## config.mk

```make
export PLATFORM = sky130hd
export DESIGN_NAME = dmem_responder
export DESIGN_NICKNAME = d
export VERILOG_FILES = /design/src/rtl/mips_mem_pkg.sv /design/src/rtl/tx_fifo.sv /design/src/rtl/dmem_responder.sv
export SDC_FILE = /design/constraint.sdc
export NUM_CORES = 2
export LEC_CHECK = 0
export ABC_AREA = 0
export BUFFER_PORTS_ARGS = -buffer_cell sky130_fd_sc_hd__buf_2
export CAP_MARGIN = 40
export CELL_PAD_IN_SITES_DETAIL_PLACEMENT = 0
export CELL_PAD_IN_SITES_GLOBAL_PLACEMENT = 1
export CORE_MARGIN = 2
export CORE_UTILIZATION = 40
export DETAILED_ROUTE_END_ITERATION = 12
export GPL_TIMING_DRIVEN = 0
export PLACE_DENSITY = 0.65
export SETUP_SLACK_MARGIN = 0.2
export SYNTH_ARGS = -nofsm -noshare
export SYNTH_HDL_FRONTEND = slang
export SYNTH_SLANG_ARGS = --single-unit
```

## constraint.sdc

```tcl
create_clock -name clk -period 4.9 [get_ports clk]
set_input_delay 0.98 -clock clk [delete_from_list [all_inputs] [get_ports clk]]
set_output_delay 0.98 -clock clk [all_outputs]
set_load 0.05 [all_outputs]
```

## src/rtl/mips_mem_pkg.sv

```systemverilog
// Shared types and constants for the data-memory responder.
// Covers the store-type encoding, the MMIO register offsets and the TXSTATUS bit fields.
package mips_mem_pkg;

    typedef enum logic [1:0] {
        MW_NONE = 2'b00,
        MW_WORD = 2'b01,
        MW_HALF = 2'b10,
        MW_BYTE = 2'b11
    } memwrite_t;

    localparam logic [3:0] OFS_TXDATA   = 4'h0;
    localparam logic [3:0] OFS_TXSTATUS = 4'h4;
    localparam logic [3:0] OFS_CYCLE    = 4'h8;

    localparam int unsigned ST_OVERFLOW_BIT = 8;
    localparam int unsigned ST_EMPTY_BIT    = 5;
    localparam int unsigned ST_FULL_BIT     = 4;
    localparam int unsigned ST_COUNT_W      = 4;

endpackage

```

## src/rtl/tx_fifo.sv

```systemverilog
// Small register-based FIFO. The head entry is driven straight from storage flops.
// A push into a full FIFO is accepted only when a pop frees a slot in the same cycle.
module tx_fifo #(
    parameter int unsigned DEPTH = 4,
    parameter int unsigned WIDTH = 8
) (
    input  logic                       clk,
    input  logic                       reset,
    input  logic                       push,
    input  logic [WIDTH-1:0]           push_data,
    input  logic                       pop,
    output logic [WIDTH-1:0]           head,
    output logic                       empty,
    output logic                       full,
    output logic [$clog2(DEPTH):0]     count
);

    localparam int unsigned PTR_W = $clog2(DEPTH);
    localparam int unsigned CNT_W = PTR_W + 1;

    logic [WIDTH-1:0] mem_q [DEPTH];
    logic [WIDTH-1:0] mem_d [DEPTH];
    logic [PTR_W-1:0] wr_ptr_q, wr_ptr_d;
    logic [PTR_W-1:0] rd_ptr_q, rd_ptr_d;
    logic [CNT_W-1:0] count_q, count_d;
    logic             push_ok_c, pop_ok_c;

    assign empty = (count_q == CNT_W'(0));
    assign full  = (count_q == CNT_W'(DEPTH));
    assign count = count_q;
    assign head  = mem_q[rd_ptr_q];

    always_comb begin
        mem_d     = mem_q;
        wr_ptr_d  = wr_ptr_q;
        rd_ptr_d  = rd_ptr_q;
        count_d   = count_q;
        pop_ok_c  = pop && !empty;
        push_ok_c = push && (!full || pop_ok_c);
        if (push_ok_c) begin
            mem_d[wr_ptr_q] = push_data;
            wr_ptr_d        = wr_ptr_q + PTR_W'(1);
        end
        if (pop_ok_c) begin
            rd_ptr_d = rd_ptr_q + PTR_W'(1);
        end
        case ({push_ok_c, pop_ok_c})
            2'b10:   count_d = count_q + CNT_W'(1);
            2'b01:   count_d = count_q - CNT_W'(1);
            default: count_d = count_q;
        endcase
    end

    // Storage is not reset; clearing the pointers discards the contents.
    always_ff @(posedge clk) begin
        mem_q <= mem_d;
    end

    always_ff @(posedge clk) begin
        if (!reset) begin
            wr_ptr_q <= '0;
            rd_ptr_q <= '0;
            count_q  <= '0;
        end else begin
            wr_ptr_q <= wr_ptr_d;
            rd_ptr_q <= rd_ptr_d;
            count_q  <= count_d;
        end
    end

endmodule

```

## src/rtl/dmem_responder.sv

```systemverilog
// Data-memory responder for the single-cycle MIPS core: word RAM with byte/half lanes
// plus an MMIO window holding a TX FIFO and a free-running cycle counter.
module dmem_responder
    import mips_mem_pkg::*;
#(
    parameter int unsigned ADDR_WIDTH = 6,
    parameter logic [31:0] MMIO_BASE  = 32'hFFFF_0000,
    parameter int unsigned FIFO_DEPTH = 4
) (
    input  logic        clk,
    input  logic        reset,
    input  logic [1:0]  memwrite,
    input  logic [31:0] addr,
    input  logic [31:0] writedata,
    output logic [31:0] readdata,
    output logic [7:0]  tx_data,
    output logic        tx_valid,
    input  logic        tx_ready,
    output logic        misalign
);

    localparam int unsigned RAM_WORDS = 1 << ADDR_WIDTH;
    localparam int unsigned CNT_W     = $clog2(FIFO_DEPTH) + 1;

    memwrite_t             mw_c;
    logic                  is_mmio_c, misaligned_c, store_c;
    logic [3:0]            ofs_c, be_c;
    logic [31:0]           lane_data_c;
    logic [ADDR_WIDTH-1:0] ram_idx_c;
    logic                  ram_we_c, push_c, pop_c;
    logic                  fifo_empty, fifo_full;
    logic [CNT_W-1:0]      fifo_count;
    logic [31:0]           status_c;

    logic [31:0] ram_q [RAM_WORDS];
    logic [31:0] cycle_q, cycle_d;
    logic        overflow_q, overflow_d;
    logic        misalign_q, misalign_d;

    assign mw_c      = memwrite_t'(memwrite);
    assign is_mmio_c = (addr[31:4] == MMIO_BASE[31:4]);
    assign ofs_c     = addr[3:0];
    assign ram_idx_c = addr[ADDR_WIDTH+1:2];

    // Lane enables, replicated store data and alignment check.
    always_comb begin
        misaligned_c = 1'b0;
        be_c         = 4'b0000;
        lane_data_c  = writedata;
        case (mw_c)
            MW_WORD: begin
                misaligned_c = (addr[1:0] != 2'b00);
                be_c         = 4'b1111;
            end
            MW_HALF: begin
                misaligned_c = addr[0];
                be_c         = addr[1] ? 4'b1100 : 4'b0011;
                lane_data_c  = {2{writedata[15:0]}};
            end
            MW_BYTE: begin
                be_c         = 4'b0001 << addr[1:0];
                lane_data_c  = {4{writedata[7:0]}};
            end
            default: ;
        endcase
        store_c = (mw_c != MW_NONE) && !misaligned_c;
    end

    assign ram_we_c = reset && store_c && !is_mmio_c;
    assign push_c   = store_c && is_mmio_c && (ofs_c == OFS_TXDATA);
    assign pop_c    = tx_valid && tx_ready;
    assign tx_valid = !fifo_empty;
    assign misalign = misalign_q;

    tx_fifo #(
        .DEPTH (FIFO_DEPTH),
        .WIDTH (8)
    ) u_tx_fifo (
        .clk       (clk),
        .reset     (reset),
        .push      (push_c),
        .push_data (writedata[7:0]),
        .pop       (pop_c),
        .head      (tx_data),
        .empty     (fifo_empty),
        .full      (fifo_full),
        .count     (fifo_count)
    );

    always_ff @(posedge clk) begin
        for (int i = 0; i < 4; i++) begin
            if (ram_we_c && be_c[i]) begin
                ram_q[ram_idx_c][8*i +: 8] <= lane_data_c[8*i +: 8];
            end
        end
    end

    always_comb begin
        overflow_d = overflow_q;
        cycle_d    = cycle_q + 32'd1;
        misalign_d = misalign_q || ((mw_c != MW_NONE) && misaligned_c);
        if (store_c && is_mmio_c) begin
            case (ofs_c)
                OFS_TXDATA:   if (fifo_full && !pop_c) overflow_d = 1'b1;
                OFS_TXSTATUS: overflow_d = 1'b0;
                OFS_CYCLE:    cycle_d    = writedata;
                default: ;
            endcase
        end
    end

    always_ff @(posedge clk) begin
        if (!reset) begin
            cycle_q    <= '0;
            overflow_q <= 1'b0;
            misalign_q <= 1'b0;
        end else begin
            cycle_q    <= cycle_d;
            overflow_q <= overflow_d;
            misalign_q <= misalign_d;
        end
    end

    always_comb begin
        status_c                   = '0;
        status_c[ST_OVERFLOW_BIT]  = overflow_q;
        status_c[ST_EMPTY_BIT]     = fifo_empty;
        status_c[ST_FULL_BIT]      = fifo_full;
        status_c[ST_COUNT_W-1:0]   = ST_COUNT_W'(fifo_count);
    end

    // Same-cycle read path required by the single-cycle core.
    always_comb begin
        readdata = ram_q[ram_idx_c];
        if (is_mmio_c) begin
            case (ofs_c)
                OFS_TXSTATUS: readdata = status_c;
                OFS_CYCLE:    readdata = cycle_q;
                default:      readdata = '0;
            endcase
        end
    end

endmodule
```

==> metrics.log <==
[metrics] total number of placement rows: 167
[metrics] I/O pin cnt: 111
[metrics] worst voltage drop across the vdd grid: 0.3863 mV
[metrics] final estimated routing congestion in global placement: 0.9768
[metrics] setup repair after global routing missed its margin: true
[metrics] worst reg2reg path endpoint: cycle_q[23]
[metrics] overall power after layout: 39.54 mW
[metrics] post-detailed-placement half-perimeter wirelength: 227200 um
[metrics] number of cells after detailed placement: 7557
[metrics] Worst Path Class, Setup: input port to output port
[metrics] DRC violation total after the first TritonRoute iteration: 8052
[metrics] later-pin clock latency in the skew report: 0.88 ns
[metrics] post-synthesis adder-cell area fraction: 0.1732%
[metrics] sum of negative setup slack: 0 ns
[metrics] Buffers on Ports: 107
[metrics] pre-CTS setup slack: -1.658 ns
[metrics] area share of and/or/nand/nor cells after synthesis: 3.544%
[metrics] post-DR wirelength/cell: 39.22 um
[metrics] most repeated cell in the gate-level netlist after synthesis: sky130_fd_sc_hd__edfxtp_1
[metrics] Post-DRT Antenna Nets: 0
[metrics] post-route insts no fill: 8049
[metrics] Switching Share: 23.68%
[metrics] crit share post-route: 98.22%
[metrics] vertical extent of the die: 461.6 um
[metrics] smallest setup slack after layout: 0.08730 ns
[metrics] combinational share of power: 8.5%
[metrics] clock tree root buffer cell: sky130_fd_sc_hd__clkbuf_16
[metrics] sort of element at the start of the critical path: input port
[metrics] number of cells on the worst reg-to-reg path: 7
[metrics] Internal: 30.18 mW
[metrics] CORE AREA: 0.2077 mm^2
[metrics] Layout Skew: 0.03081 ns
[metrics] layout cells sized above 1: 30.46%
[metrics] aggregate global routing overflow: 0
[metrics] Reg2Reg Launch Point: cycle_q[9]
[metrics] worst hold path type: input port to register
[metrics] Hold Crit Start: writedata[27]
[metrics] transition time at the pin with the least slew margin: 1.014 ns
[metrics] portion of total power attributed to sequential cells: 50.9%
[metrics] final layout net count: 5154
[metrics] register-to-register setup slack: 2.09 ns
[metrics] CP Data Required Time: 3.92 ns
[metrics] proportion of netlist area held by the largest area contributor: 74.56%
[metrics] status: finished, final reports clean
[metrics] Max FO, Critical Path: 9
[metrics] DRC violation count after routing: 0
[metrics] Max Buffers Root-to-Sink: 3
[metrics] sw power: 9.362 mW
[metrics] Total Die Area: 0.2131 mm^2
[metrics] cell count after synthesis: 4322
[metrics] Fmax achieved: 0.2078 GHz
[metrics] Worst Hold Path EP: cycle_q[27]
[metrics] proportion of synthesized chip area in sequential cells: 75.54%
[metrics] number of warning messages in the yosys log: 0
[metrics] share of the synthesized area in compound gates (AO/OA/AOI/OAI): 3.472%
[metrics] power per unit of standard cell area: 388.2 mW/mm^2
[metrics] clock tree from TritonCTS: done
[metrics] Overall Global Routing Usage: 29.28%
[metrics] DR vias/cell: 6.186
[metrics] post-layout min period: 4.813 ns
[metrics] total number of vias: 49.79k
[metrics] async set or reset register ratio after synthesis: 0%
[metrics] endpoint arrival time on the critical path: 3.83 ns
[metrics] worst hold margin: 0.4004 ns
[metrics] max-cap viol count: 0
[metrics] total setup violations reported at the end of the flow: 0
[metrics] synthesized netlist net count: 4402
[metrics] cell count of the worst hold path: 3
[metrics] post-layout utilization of the core: 49.04%
[metrics] parity-gate share of the synthesized area counting xor and xnor cells: 0.3659%
[metrics] area overhead of the layout relative to synthesis: 21.59%
[metrics] initial core utilization: 40.34%
[metrics] endpoint type of the worst setup path: output port
[metrics] WL final: 315700 um
[metrics] number of levels the H-tree was split into: 4
[metrics] Relative slew margins: 32.41%
[metrics] static leakage: 33.43 nW
[metrics] placed inst area: 0.09160 mm^2
[metrics] via count of the first global-routing pass: 47.21k
[metrics] Clock Power Share: 40.5%
[metrics] pin count of the biggest net entering global routing: 73
[metrics] clock sink count: 2121
[metrics] Final Hold Fails: 0
[metrics] hold buffer count at cts: 0
[metrics] EDFF count, synth: 2080
[metrics] cell type with the highest aggregate area in the netlist: sky130_fd_sc_hd__edfxtp_1
[metrics] number of antenna violations at the first check in global routing: 15
[metrics] number of detailed-route iterations in the first pass: 6
[metrics] Netlist Area Pre-Place: 0.08378 mm^2
[metrics] Post-Syn Area per Cell: 19.38 um^2
[metrics] flop and latch count out of synthesis: 2121
[metrics] main combinational cell family by area after synthesis: multiplexers
[metrics] clock buffer count from CTS: 210
[metrics] max-slew violation count: 0
[metrics] unique cell type count in the Yosys netlist: 62
[metrics] top post-synthesis cells by area: sky130_fd_sc_hd__edfxtp_1 75%, sky130_fd_sc_hd__mux4_2 11%, sky130_fd_sc_hd__mux2i_1 4.3%
[metrics] first-pass GRT wire length: 414400 um
[metrics] Commonest cells post-synth: 2080 x sky130_fd_sc_hd__edfxtp_1, 395 x sky130_fd_sc_hd__mux4_2, 357 x sky130_fd_sc_hd__mux2i_1
[metrics] die extent in x: 461.6 um
[metrics] Design Area, Final: 0.1019 mm^2
[metrics] Clock Pin Slew Worst Setup and Hold Paths: 0.06 ns
[metrics] Most used DFF post-synth: sky130_fd_sc_hd__edfxtp_1
[metrics] mux contribution to synthesized area: 15.30%
cell type report:
class	instances	area [um^2]
multi-input combinational	1927	19950
sequential	2121	63280
tap	2788	3488
clock inverter	127	1249
inverter	18	78.83
antenna	5	12.51
buffer	256	2988
timing repair buffer	540	5313
fill	17090	105800
clock buffer	267	5500
worst max-delay path, cell delays in order:
cell                       delay [ns]
sky130_fd_sc_hd__buf_6           0.14
sky130_fd_sc_hd__buf_12          0.16
sky130_fd_sc_hd__buf_12          0.17
sky130_fd_sc_hd__buf_16          0.16
sky130_fd_sc_hd__clkbuf_8        0.16
sky130_fd_sc_hd__buf_12          0.14
sky130_fd_sc_hd__buf_6           0.16
sky130_fd_sc_hd__mux4_2          0.33
sky130_fd_sc_hd__mux2i_2         0.21
sky130_fd_sc_hd__o22ai_2         0.12
sky130_fd_sc_hd__a211oi_4        0.56
sky130_fd_sc_hd__nand2_2         0.26
sky130_fd_sc_hd__buf_8           0.22
power by group through the flow:
stage          sequential [mW]  combinational, mW  clock, mW
2_1_floorplan             20.5               1.33          0
3_3_place_gp              20.6               2.67          0
3_5_place_dp              20.5               2.93          0
4_1_cts                   20.1               3.23       16.1
5_1_grt                   20.1               3.39       16.8
6_report                  20.1               3.37       16.0
flip-flops by register name, indices dropped and copies added (netlist names):
register and count:
u_tx_fifo.rd_ptr_q 2, u_tx_fifo.wr_ptr_q 2, overflow_q 1, u_tx_fifo.mem_q 32, ram_q 2048, u_tx_fifo.count 3
cycle_q 32, misalign 1
cell usage in the layout, fill, tap and decap left out, types with 14 or more instances in the layout:
| cell type | count |
|---|---|
| sky130_fd_sc_hd__nand2_2 | 18 |
| sky130_fd_sc_hd__clkbuf_1 | 104 |
| sky130_fd_sc_hd__clkinv_2 | 35 |
| sky130_fd_sc_hd__clkbuf_16 | 219 |
| sky130_fd_sc_hd__nor2_1 | 299 |
| sky130_fd_sc_hd__mux2i_2 | 14 |
| sky130_fd_sc_hd__a22o_1 | 19 |
| sky130_fd_sc_hd__inv_1 | 14 |
| sky130_fd_sc_hd__clkbuf_4 | 20 |
| sky130_fd_sc_hd__buf_12 | 70 |
| sky130_fd_sc_hd__bufinv_16 | 19 |
| sky130_fd_sc_hd__buf_2 | 90 |
| sky130_fd_sc_hd__buf_16 | 36 |
| sky130_fd_sc_hd__nand2_1 | 166 |
| sky130_fd_sc_hd__nand4_1 | 21 |
| sky130_fd_sc_hd__buf_4 | 291 |
| sky130_fd_sc_hd__clkinv_1 | 50 |
| sky130_fd_sc_hd__a22oi_1 | 133 |
| sky130_fd_sc_hd__clkbuf_8 | 16 |
| sky130_fd_sc_hd__edfxtp_1 | 2080 |
| sky130_fd_sc_hd__xor2_1 | 24 |
| sky130_fd_sc_hd__mux2_2 | 31 |
| sky130_fd_sc_hd__a21oi_1 | 73 |
| sky130_fd_sc_hd__a211oi_1 | 30 |
| sky130_fd_sc_hd__o22ai_1 | 29 |
| sky130_fd_sc_hd__o21ai_0 | 29 |
| sky130_fd_sc_hd__clkbuf_2 | 27 |
| sky130_fd_sc_hd__nand3_1 | 57 |
| sky130_fd_sc_hd__dfxtp_1 | 41 |
| sky130_fd_sc_hd__buf_8 | 69 |
| sky130_fd_sc_hd__buf_6 | 117 |
| sky130_fd_sc_hd__mux2i_1 | 334 |
| sky130_fd_sc_hd__mux4_2 | 395 |
| sky130_fd_sc_hd__nor3_1 | 19 |
| sky130_fd_sc_hd__a221oi_1 | 15 |
repair_timing:
action	4_1_cts	5_1_grt
hold endpoints to repair	0	0
pin swaps	29	12
buffers inserted	61	25
cloned	4	2
endpoints found under the setup margin	112	30
gates resized for setup	592	76
kinds of logic after synthesis:
group | after synthesis
adders and majority gates | 11
DFF | 2121
AOI/OAI and AO/OA | 417
xor gates and xnor gates | 35
buffers and inverters | 274
muxes | 783
and+or+nand+nor | 681
routing by layer:
layer | vias up | part of all wire, % | track usage (%)
met5 | - | 0.015 | 0
met3 | 767 | 13 | 8.614
met1 | 26110 | 37 | 38.31
li1 | 19230 | - | -
met2 | 3683 | 44 | 43.86
met4 | 6 | 6.8 | 16.34
worst max-delay path by stage:
stage / start / to / slack (ns)
2_1_floorplan: addr[2] / readdata[3] / 0.33
3_3_place_gp: addr[3] / readdata[25] / -3.84
3_5_place_dp: addr[3] / readdata[21] / -1.66
6_report: addr[3] / readdata[21] / 0.09
4_1_cts: addr[3] / readdata[21] / 0.14
5_1_grt: addr[2] / readdata[15] / 0.15
(Power assumes the default switching activity.)
